**src/rtl/uart_rx_deser.sv**
```systemverilog
// Oversampling UART receive deserializer: recovers 8-bit frames (optional parity)
// from a synchronized serial line and reports each byte plus per-frame error pulses.
module uart_rx_deser #(
  parameter int OVS = 16
) (
  input  logic       Clk,
  input  logic       Rst,
  input  logic       RX,
  input  logic       tick16,
  input  logic       rx_en,
  input  logic       par_en,
  input  logic       par_odd,
  input  logic       fifo_full,
  output logic [7:0] dout,
  output logic       dout_valid,
  output logic       err_par,
  output logic       err_frame,
  output logic       err_ovr,
  output logic       err_brk,
  output logic       busy,
  output logic [2:0] state_dbg
);

  localparam int CW = $clog2(OVS);
  localparam logic [CW-1:0] CNT_LAST = CW'(OVS - 1);
  localparam logic [CW-1:0] CNT_HALF = CW'(OVS / 2 - 1);

  typedef enum logic [2:0] {
    S_IDLE    = 3'd0,
    S_START   = 3'd1,
    S_DATA    = 3'd2,
    S_PAR     = 3'd3,
    S_STOP    = 3'd4,
    S_WAIT_HI = 3'd5
  } state_t;

  state_t        state_q, state_d;
  logic          rx_meta_q, rx_meta_d;
  logic          rxs_q, rxs_d;
  logic [CW-1:0] cnt_q, cnt_d, cnt_next;
  logic [2:0]    bit_idx_q, bit_idx_d;
  logic [7:0]    shift_q, shift_d;
  logic          par_en_q, par_en_d;
  logic          par_odd_q, par_odd_d;
  logic          par_bit_q, par_bit_d;
  logic [7:0]    dout_q, dout_d;
  logic          valid_q, valid_d;
  logic          err_par_q, err_par_d;
  logic          err_frame_q, err_frame_d;
  logic          err_ovr_q, err_ovr_d;
  logic          err_brk_q, err_brk_d;
  logic          is_brk;

  assign cnt_next = (cnt_q == CNT_LAST) ? '0 : cnt_q + 1'b1;
  // Break: all-zero data, zero stop bit and (when enabled) zero parity bit.
  assign is_brk = (shift_q == 8'h00) && !rxs_q && (!par_en_q || !par_bit_q);

  always_comb begin
    rx_meta_d   = RX;
    rxs_d       = rx_meta_q;
    state_d     = state_q;
    cnt_d       = cnt_q;
    bit_idx_d   = bit_idx_q;
    shift_d     = shift_q;
    par_en_d    = par_en_q;
    par_odd_d   = par_odd_q;
    par_bit_d   = par_bit_q;
    dout_d      = dout_q;
    valid_d     = 1'b0;
    err_par_d   = 1'b0;
    err_frame_d = 1'b0;
    err_ovr_d   = 1'b0;
    err_brk_d   = 1'b0;

    if (!rx_en) begin
      state_d = S_IDLE;
    end else begin
      case (state_q)
        S_IDLE: begin
          if (!rxs_q) begin
            state_d = S_START;
            cnt_d   = '0;
          end
        end
        S_START: begin
          if (tick16) begin
            if (cnt_q == CNT_HALF) begin
              cnt_d = '0;
              if (!rxs_q) begin
                state_d   = S_DATA;
                bit_idx_d = 3'd0;
                par_en_d  = par_en;
                par_odd_d = par_odd;
              end else begin
                state_d = S_IDLE;
              end
            end else begin
              cnt_d = cnt_next;
            end
          end
        end
        S_DATA: begin
          if (tick16) begin
            cnt_d = cnt_next;
            if (cnt_q == CNT_LAST) begin
              shift_d   = {rxs_q, shift_q[7:1]};
              bit_idx_d = bit_idx_q + 3'd1;
              if (bit_idx_q == 3'd7) begin
                state_d = par_en_q ? S_PAR : S_STOP;
              end
            end
          end
        end
        S_PAR: begin
          if (tick16) begin
            cnt_d = cnt_next;
            if (cnt_q == CNT_LAST) begin
              par_bit_d = rxs_q;
              state_d   = S_STOP;
            end
          end
        end
        S_STOP: begin
          if (tick16) begin
            cnt_d = cnt_next;
            if (cnt_q == CNT_LAST) begin
              state_d     = rxs_q ? S_IDLE : S_WAIT_HI;
              dout_d      = shift_q;
              err_frame_d = !rxs_q;
              err_brk_d   = is_brk;
              err_par_d   = par_en_q && ((^shift_q ^ par_bit_q) != par_odd_q);
              // A break is a line condition, not a byte: never written downstream.
              valid_d     = !fifo_full && !is_brk;
              err_ovr_d   = fifo_full && !is_brk;
            end
          end
        end
        S_WAIT_HI: begin
          if (rxs_q) state_d = S_IDLE;
        end
        default: state_d = S_IDLE;
      endcase
    end
  end

  always_ff @(posedge Clk or posedge Rst) begin
    if (Rst) begin
      state_q     <= S_IDLE;
      rx_meta_q   <= 1'b1;
      rxs_q       <= 1'b1;
      cnt_q       <= '0;
      bit_idx_q   <= 3'd0;
      shift_q     <= 8'h00;
      par_en_q    <= 1'b0;
      par_odd_q   <= 1'b0;
      par_bit_q   <= 1'b0;
      dout_q      <= 8'h00;
      valid_q     <= 1'b0;
      err_par_q   <= 1'b0;
      err_frame_q <= 1'b0;
      err_ovr_q   <= 1'b0;
      err_brk_q   <= 1'b0;
    end else begin
      state_q     <= state_d;
      rx_meta_q   <= rx_meta_d;
      rxs_q       <= rxs_d;
      cnt_q       <= cnt_d;
      bit_idx_q   <= bit_idx_d;
      shift_q     <= shift_d;
      par_en_q    <= par_en_d;
      par_odd_q   <= par_odd_d;
      par_bit_q   <= par_bit_d;
      dout_q      <= dout_d;
      valid_q     <= valid_d;
      err_par_q   <= err_par_d;
      err_frame_q <= err_frame_d;
      err_ovr_q   <= err_ovr_d;
      err_brk_q   <= err_brk_d;
    end
  end

  assign dout       = dout_q;
  assign dout_valid = valid_q;
  assign err_par    = err_par_q;
  assign err_frame  = err_frame_q;
  assign err_ovr    = err_ovr_q;
  assign err_brk    = err_brk_q;
  assign busy       = (state_q != S_IDLE);
  assign state_dbg  = state_q;

endmodule

```
**config.mk**
```make
export PLATFORM = sky130hd
export DESIGN_NAME = uart_rx_deser
export DESIGN_NICKNAME = d
export VERILOG_FILES = /design/src/rtl/uart_rx_deser.sv
export SDC_FILE = /design/constraint.sdc
export NUM_CORES = 1
export LEC_CHECK = 0
export ABC_AREA = 1
export CAP_MARGIN = 15
export CORE_MARGIN = 2
export CORE_UTILIZATION = 40
export DETAILED_ROUTE_END_ITERATION = 8
export PLACE_DENSITY = 0.6
export SLEW_MARGIN = 20
export SYNTH_ARGS = -nofsm -noshare
export SYNTH_HDL_FRONTEND = slang
export SYNTH_SLANG_ARGS = --single-unit
```
**constraint.sdc**
```tcl
create_clock -name Clk -period 1.7 [get_ports Clk]
set_input_delay 0.51 -clock Clk [delete_from_list [all_inputs] [get_ports Clk]]
set_output_delay 0.51 -clock Clk [all_outputs]
set_load 0.05 [all_outputs]
```
# ---- Word-level counts from Yosys, hierarchy flattened
# Index checks and enable logic that the tools add are counted.
dict set report totals {
  register_bits 36
  inputBits 8
  out_inout_bits 17
  word_cells 119
}
dict set report op_classes {
  add_sub_neg 2
  n_eq_ne 27
  muxes 48
  n_bitwise 2
  n_reduce_logical 25
}
# cell count
set ops {}
lappend ops {{two-way mux 3 bit} 19}
lappend ops {{!= test 3 bit, second input constant} 11}
lappend ops {{two-way mux 1 bit} 20}
lappend ops {{two-way mux 4 bit} 5}
lappend ops {{one-hot mux 3 bit (6 select lines)} 1}
lappend ops {{!= test 2 bit, second input constant} 6}
lappend ops {{one-hot mux 4 bit (3 select lines)} 1}
lappend ops {{AND reduction 4 bit} 3}
lappend ops {{AND reduction 11 bit} 1}
lappend ops {{AND reduction 5 bit} 2}
lappend ops {{equality test 3 bit, second input constant} 3}
lappend ops {{zero test 8 bit} 1}
lappend ops {{XOR reduction 8 bit} 1}
lappend ops {{AND reduction 7 bit} 1}
lappend ops {{equality test 3 x 2 -> 1 bit, second input constant} 2}
lappend ops {{one-hot mux 3 bit (2 select lines)} 1}
lappend ops {{nonzero test 3 bit} 2}
lappend ops {{logical AND 1 bit} 5}
lappend ops {{zero test 1 bit} 5}
lappend ops {{adder 4 x 1 -> 4 bit, second input constant} 1}
lappend ops {{equality test 4 x 3 -> 1 bit, second input constant} 1}
lappend ops {{equality test 4 bit, second input constant} 1}
lappend ops {{adder 3 x 1 -> 3 bit, second input constant} 1}
lappend ops {{equality test 3 x 1 -> 1 bit, second input constant} 1}
lappend ops {{9 further kinds} 9}

# ---- Depth between registers and ports, before layout
# Gate-level depths: netlist of run 1.
dict set report logic_depth {
  depth_word 9
  depth_mapped 10
  mapped_depth_nobuf 10
}

# ---- Least setup slack after synthesis of run 1
# Ideal clock, no wire load.
dict set report synth_path {
  path_kind {register to output}
  from {reg state_q[0] (netlist: state_dbg[0])}
  to {out busy}
  t_arrival_ns 1.231
  required_ns 1.190
  setup_slack_ns -0.041
  stages_incl_launch_ff 3
  n_path_buf 0
  cell_sequence {dfrtp_1 > nor2_2 > nand2_1}
}
dict set report synth_between {
  elab_chain_len 1
}
# element line_no
set synth_rtl {}
lappend synth_rtl {{from (decl)} 37} ;# state_t state_q, state_d;
lappend synth_rtl {{from (signal assigned)} 164} ;# state_q <= state_d;
lappend synth_rtl {{nonzero test 3 bit} 188} ;# assign busy = (state_q != S_IDLE);
lappend synth_rtl {{to (decl)} 20} ;# output logic busy,
# Every way passes these cells.

# ---- Worst setup path after layout of run 1
dict set report layout_path {
  from {reg state_q[1] (netlist: state_dbg[1])}
  to {out busy}
}
# Same word-level chain as after synthesis.

==> results of run 1 <==
==> routing by layer <==
| metal | global-route usage (%) | vias to the layer above |
|---|---|---|
| met1 | 21.9 | 656 |
| met2 | 23.8 | 37 |
| met5 | 0 | - |
| met3 | 3.73 | 4 |
| li1 | - | 794 |
| met4 | 7.20 | 0 |
==> layout make-up <==
class	count	area (um^2)
clock buffers	5	68.8
fillers	421	2070
inverters	30	113
well taps	54	67.6
repair buffers	36	529
clock inverters	3	18.8
flip-flops and latches	36	907
multi-input cells	155	855
==> repair_timing <==
item | 4_1_cts | 5_1_grt
pin swaps | 0 | 1
resized for setup | 2 | 0
setup buffers | 1 | 3
cloned | 0 | 0
hold buffers | 0 | 0
setup endpoints to repair | 1 | 1
==> state kept, by name, summed over array words and instances (netlist names) <==
register	cells
dout	8
shift_q	8
cnt_q	4
bit_idx_q	3
state_dbg	3
dout_valid	1
err_brk	1
err_frame	1
err_ovr	1
err_par	1
par_bit_q	1
par_en_q	1
par_odd_q	1
rx_meta_q	1
rxs_q	1
==> logic make-up (layout without fill, tap and decap cells) <==
family / count (synthesis) / count (layout) / synth area share (%)
adder cells (fa/ha/maj): 7 / 7 / 4.63
AND/OR/NAND/NOR: 113 / 113 / 28.0
buffers and inverters: 33 / 74 / 7.40
XOR/XNOR: 6 / 6 / 2.78
flip-flops: 36 / 36 / 47.7
AO/OA/AOI/OAI: 29 / 29 / 9.45
==> cell usage after synthesis (2+ instances only) <==
master	n
nand2_1	65
dfrtp_1	34
inv_1	23
nand3_1	13
nor2_1	12
o21ai_1	9
o21ai_2	9
nand4_1	8
o21ai_0	8
ha_1	7
inv_2	7
nand2_2	5
xnor2_1	5
a21oi_1	3
or2_2	3
buf_6	2
dfstp_2	2
nand3_4	2
nor2_2	2
nor2_4	2
==> cells in the final DEF, fill, tap and decap left out, types with 9 or more instances in the layout <==
cell,netlist,routed
inv_1,23,23
nand2_1,65,65
nand3_1,13,13
o21ai_1,9,9
nor2_1,12,12
dfrtp_1,34,31
buf_4,0,9
o21ai_2,9,9
buf_12,0,19
==> power groups by stage <==
stage	registers, mW	clock network, mW	logic (mW)
detailed placement	0.939	0	0.631
floorplan	0.998	0	0.364
global placement	0.935	0	0.633
CTS	0.926	0.633	0.650
finish	0.926	0.605	0.694
global route	0.932	0.663	0.766
==> worst paths after layout <==
| check | endpoint | slack (ns) | cells past startpoint |
|---|---|---|---|
| min in group asynchronous | state_dbg[1] | 0.54 | 3 |
| setup / recovery | busy | 0.05 | 3 |
| setup reg to reg | err_par | 0.20 | 7 |
| max in group asynchronous | rx_meta_q | 0.89 | 3 |
| hold / removal | rxs_q | 0.36 | 0 |
| hold reg to reg | rxs_q | 0.36 | 0 |
==> metrics.txt, run 1 <==
Die X 72.8 um; met2 wire len 1600 um; critical path's top delay family flip-flops; DR iter-0 viols 53; Final Util 55.3%; P_leak 1.25 nW; Gate power share 31.2%; Ys Warns 0; Fin. Hold Viols 0; GRT Residual Overflow 0; slew at the pin closest to its max-slew limit 0.251 ns; dpl cells 307; CTS tree yes; GR Util All Layers 15.9%; R2R Path Start shift_q[2]; Root Driver clkbuf_8; top cell type's share of synthesized area 44.9%; CP max stage delay 0.43 ns; register area share after synthesis 47.7%; drt wl/cell about 11 um; Max Cap Viol 0; Initial Util approximately 41%; I/O Buffers 24; Worst Setup SP state_dbg[1]; Max Fanout on Critical Path 4; Worst Skew 0.00811 ns; antenna violations before repair 0; CTS buffer count 5; Synth area leaders dfrtp_1, nand2_1, ha_1; setup ws final 0.0549 ns; Async S/R FF share, synth between 90% and 100%; vias in the first global route 1451; Switching Share 34.5%; TNS Setup 0 ns; Sequential Power Share roughly two fifths; Post-Syn Instances 224; Syn Nets 239; Clock Power Share 27.2%; clk slew on worst S/H paths about 0.080 ns; Critical Path AT 1.14 ns; GP Congestion 0.858; CP Launch Type flop; P_sw 0.768 mW; die area 5300 um^2; Hold Slack about 0.36 ns; RSZ-0062 raised after global routing no; nets@finish 279; slowest CP cell dfrtp_2; DRC viols 0; DP Area 2430 um^2; highest clock rate 608 MHz; pin count of the biggest net entering global routing 37; Detailed Place HPWL 2720 um; Yosys top cell by area dfrtp_1; Peak supply drop ~450 uV; clock tree sinks 36; top sig layer met4; Tcrit/Tclk final 96.8%; total wire length between 3000 and 4000 um; Worst setup EP type primary output; I/O pin count 25; row count 25; crit path cell chain nor2_4, nand2_1, buf_6; Post-Place Setup Slack -0.0926 ns; CP Class reg2out; Non-Filler Instances 319; die height 72.8 um; syn_area_per_cell 8.45 um^2; clk buf depth 2; Finish-stage setup viols 0; Slew Limit Fails 0; Synth cell types 23; length of the first detailed-routing pass in iterations 4; Critical Path RT ~1.2 ns; post-route design area 2560 um^2; Detail Route Antenna Nets 0; Final min period 1.65 ns; Cell Area, Synth about 1900 um^2; Core Footprint 4630 um^2; Post-synth top flop dfrtp_1; antenna fix cells 0; DR WL met3 173 um; clk_lat worst skew 0.29 ns; vias per cell 4.67; Slew headroom 83.2%; Buf+Inv Stages, Crit Path 1; layout cell share with drive strength beyond 1 27.2%; wl on met1 1760 um; Cell Pwr Density 870 nW/um^2; number of flops mapped to enable cells by yosys 0; Power, Total 2.22 mW; vias after detailed routing 1491; path category of the worst min-delay check reg2reg; first-pass GRT wire length 6490 um; Worst Hold Launch rx_meta_q; synthesized flop and latch total 36; cell-internal power 1.46 mW; status complete, no violations; Layout area overhead 35.2%; H-tree levels 2
(Power assumes the default switching activity.)
==> run 2: changes to the inputs <==
Settings changed: CTS_CLUSTER_SIZE set to 16, DONT_BUFFER_PORTS set to 1, PLACE_DENSITY 0.6 to 0.53.
==> metrics.txt, run 2 (same netlist as run 1, synthesis figures left out) <==
status complete, no violations (unchanged); Layout area overhead 13.6% (was 35.2%); path category of the worst min-delay check in2async (was reg2reg); Slew Limit Fails 0 (unchanged); clock tree sinks 36 (unchanged); die height 72.8 um (unchanged); Worst Skew 0.00786 ns (was 0.00811 ns); Cell Pwr Density 1020 nW/um^2 (was 870 nW/um^2); Clock Power Share 29.3% (was 27.2%); slew at the pin closest to its max-slew limit 0.490 ns (was 0.251 ns); CTS Hold Buffers Added 0 (unchanged); vias after detailed routing 1427 (was 1491); highest clock rate 608 MHz (about the same); Root Driver clkbuf_8 (unchanged); Initial Util 40.9% (unchanged); commonest non-fill, non-tap cell in the layout nand2_1 (unchanged); Critical Path RT 1.19 ns (about the same); slowest CP cell dfrtp_2 (unchanged); length of the first detailed-routing pass in iterations 4 (unchanged); CP Launch Type flop (unchanged); antenna violations before repair 0 (unchanged); Finish-stage setup viols 0 (unchanged); vias per cell 4.87 (was 4.67); Core Footprint 4630 um^2 (unchanged); Final min period 1.64 ns (was 1.65 ns); I/O Buffers 0 (was 24); CP max stage delay 0.46 ns (was 0.43 ns); commonest cells after routing, fill and taps aside nand2_1, dfrtp_1, inv_1, nand3_1, nor2_1 (was nand2_1, dfrtp_1, inv_1, buf_12, nand3_1); GP Congestion 0.789 (was 0.858); Post-Place Setup Slack 0.157 ns (was -0.0926 ns); die area 5300 um^2 (unchanged); clk buf depth 2 (unchanged); pin count of the biggest net entering global routing 37 (unchanged); clk slew on worst S/H paths 0.07 ns (was 0.08 ns); Critical Path AT 1.13 ns (was 1.14 ns); RSZ-0062 raised after global routing no (unchanged); Gate power share 28.1% (was 31.2%); H-tree levels 2 (unchanged); cell-internal power 1.44 mW (was 1.46 mW); total wire length 3540 um (was 3580 um); GR Util All Layers 15.0% (was 15.9%); DR iter-0 viols 54 (was 53); Peak supply drop 407 uV (was 447 uV); Final Util 46.5% (was 55.3%); drt wl/cell 12.1 um (was 11.2 um); Detailed Place HPWL 2500 um (was 2720 um); P_leak 1.07 nW (was 1.25 nW); P_sw 0.748 mW (was 0.768 mW); GRT Residual Overflow 0 (unchanged); CTS buffer count 5 (unchanged); setup ws final 0.0553 ns (was 0.0549 ns); clk_lat worst skew 0.29 ns (about the same); antenna fix cells 0 (unchanged); vias in the first global route 1286 (was 1451); Switching Share 34.2% (was 34.5%); Worst setup EP type primary output (unchanged); Max Cap Viol 0 (unchanged); layout cell share with drive strength beyond 1 22.2% (was 27.2%); CTS tree yes (unchanged); nets@finish 253 (was 279); Fin. Hold Viols 0 (unchanged); first-pass GRT wire length 6080 um (was 6490 um); row count 25 (unchanged); crit path cell chain nor2_4, nand2_2, buf_12 (was nor2_4, nand2_1, buf_6); TNS Setup 0 ns (unchanged); CP Class reg2out (unchanged); Tcrit/Tclk final 96.7% (was 96.8%); Detail Route Antenna Nets 0 (unchanged); DRC viols 0 (unchanged); Slew headroom 67.3% (was 83.2%); Sequential Power Share 42.7% (was 41.6%); Die X 72.8 um (unchanged); I/O pin count 25 (unchanged); Max Fanout on Critical Path 5 (was 4)
run 2: changes by cell type in the layout (fill, tap and decap cells not counted), sizes merged:
cell and delta:
clkinv -3, clkbuf +2, buf -19, clkinvlp +1, clkdlybuf4s50 -7
run 2: power groups by stage:
stage / Clock [mW] / Sequential, mW / Combinational, mW
after floorplan: 0 / 0.998 / 0.364
after global placement: 0 / 0.960 / 0.568
after detailed placement: 0 / 0.961 / 0.560
after CTS: 0.664 / 0.934 / 0.596
after global routing: 0.694 / 0.939 / 0.682
final: 0.640 / 0.934 / 0.615
run 2: worst max-delay path, delay by kind of cell (launching register included):
| kind | cells | cell delay [ns] |
|---|---|---|
| DFF | 1 | 0.46 |
| and+or+nand+nor | 2 | 0.23 |
| buffers and inverters | 1 | 0.15 |
run 2: repair_timing:
action	4_1_cts	5_1_grt
gates cloned	0	0
pin swaps	0	1
setup endpoints to repair	1	4
setup buffers	1	4
resized for setup	1	1
run 2: layout make-up:
cell class	count	area, um^2
fillers	486	2480
inverters	30	113
flip-flops and latches	36	907
well taps	54	67.6
clock inverters	1	7.51
repair buffers	10	113
clock buffers	7	86.3
multi-input cells	155	857
run 2: metrics by stage:
step	std cells	instance area [um^2]	hold slack, ns	total power [mW]
final	293	2150	0.152	2.19
after global routing	293	2150	0.177	2.31
after CTS	289	2110	0.153	2.19
after detailed placement	280	2000	0.347	1.52
after global placement	280	2000	0.346	1.53
after floorplan	224	1900	0.345	1.36
run 2: path summary, 6_finish.rpt:
check / start / slack [ns] / to / depth (start not counted)
min: Rst / 0.15 / dout[7] / 2
max reg2reg: state_dbg[1] / 0.12 / par_en_q / 6
min in group Clk: RX / 0.22 / rx_meta_q / 0
max: state_dbg[1] / 0.06 / busy / 3
max in group asynchronous: Rst / 1.30 / rx_meta_q / 2
min reg2reg: rx_meta_q / 0.36 / rxs_q / 0
run 2: metal layers:
metal | global-route usage [%] | wire length, um | up-vias
li1 | - | - | 742
met2 | 23.0 | 1610 | 19
met4 | 6.17 | 62 | 0
met1 | 20.1 | 1770 | 659
met3 | 4.14 | 94 | 7
met5 | 0 | 0 | -
==> run 3: changes to the inputs <==
Settings changed: ABC_CLOCK_PERIOD_IN_PS set to 1700.
==> results of run 3 <==
The final DEF is identical to that of run 2; final timing and power are the same.
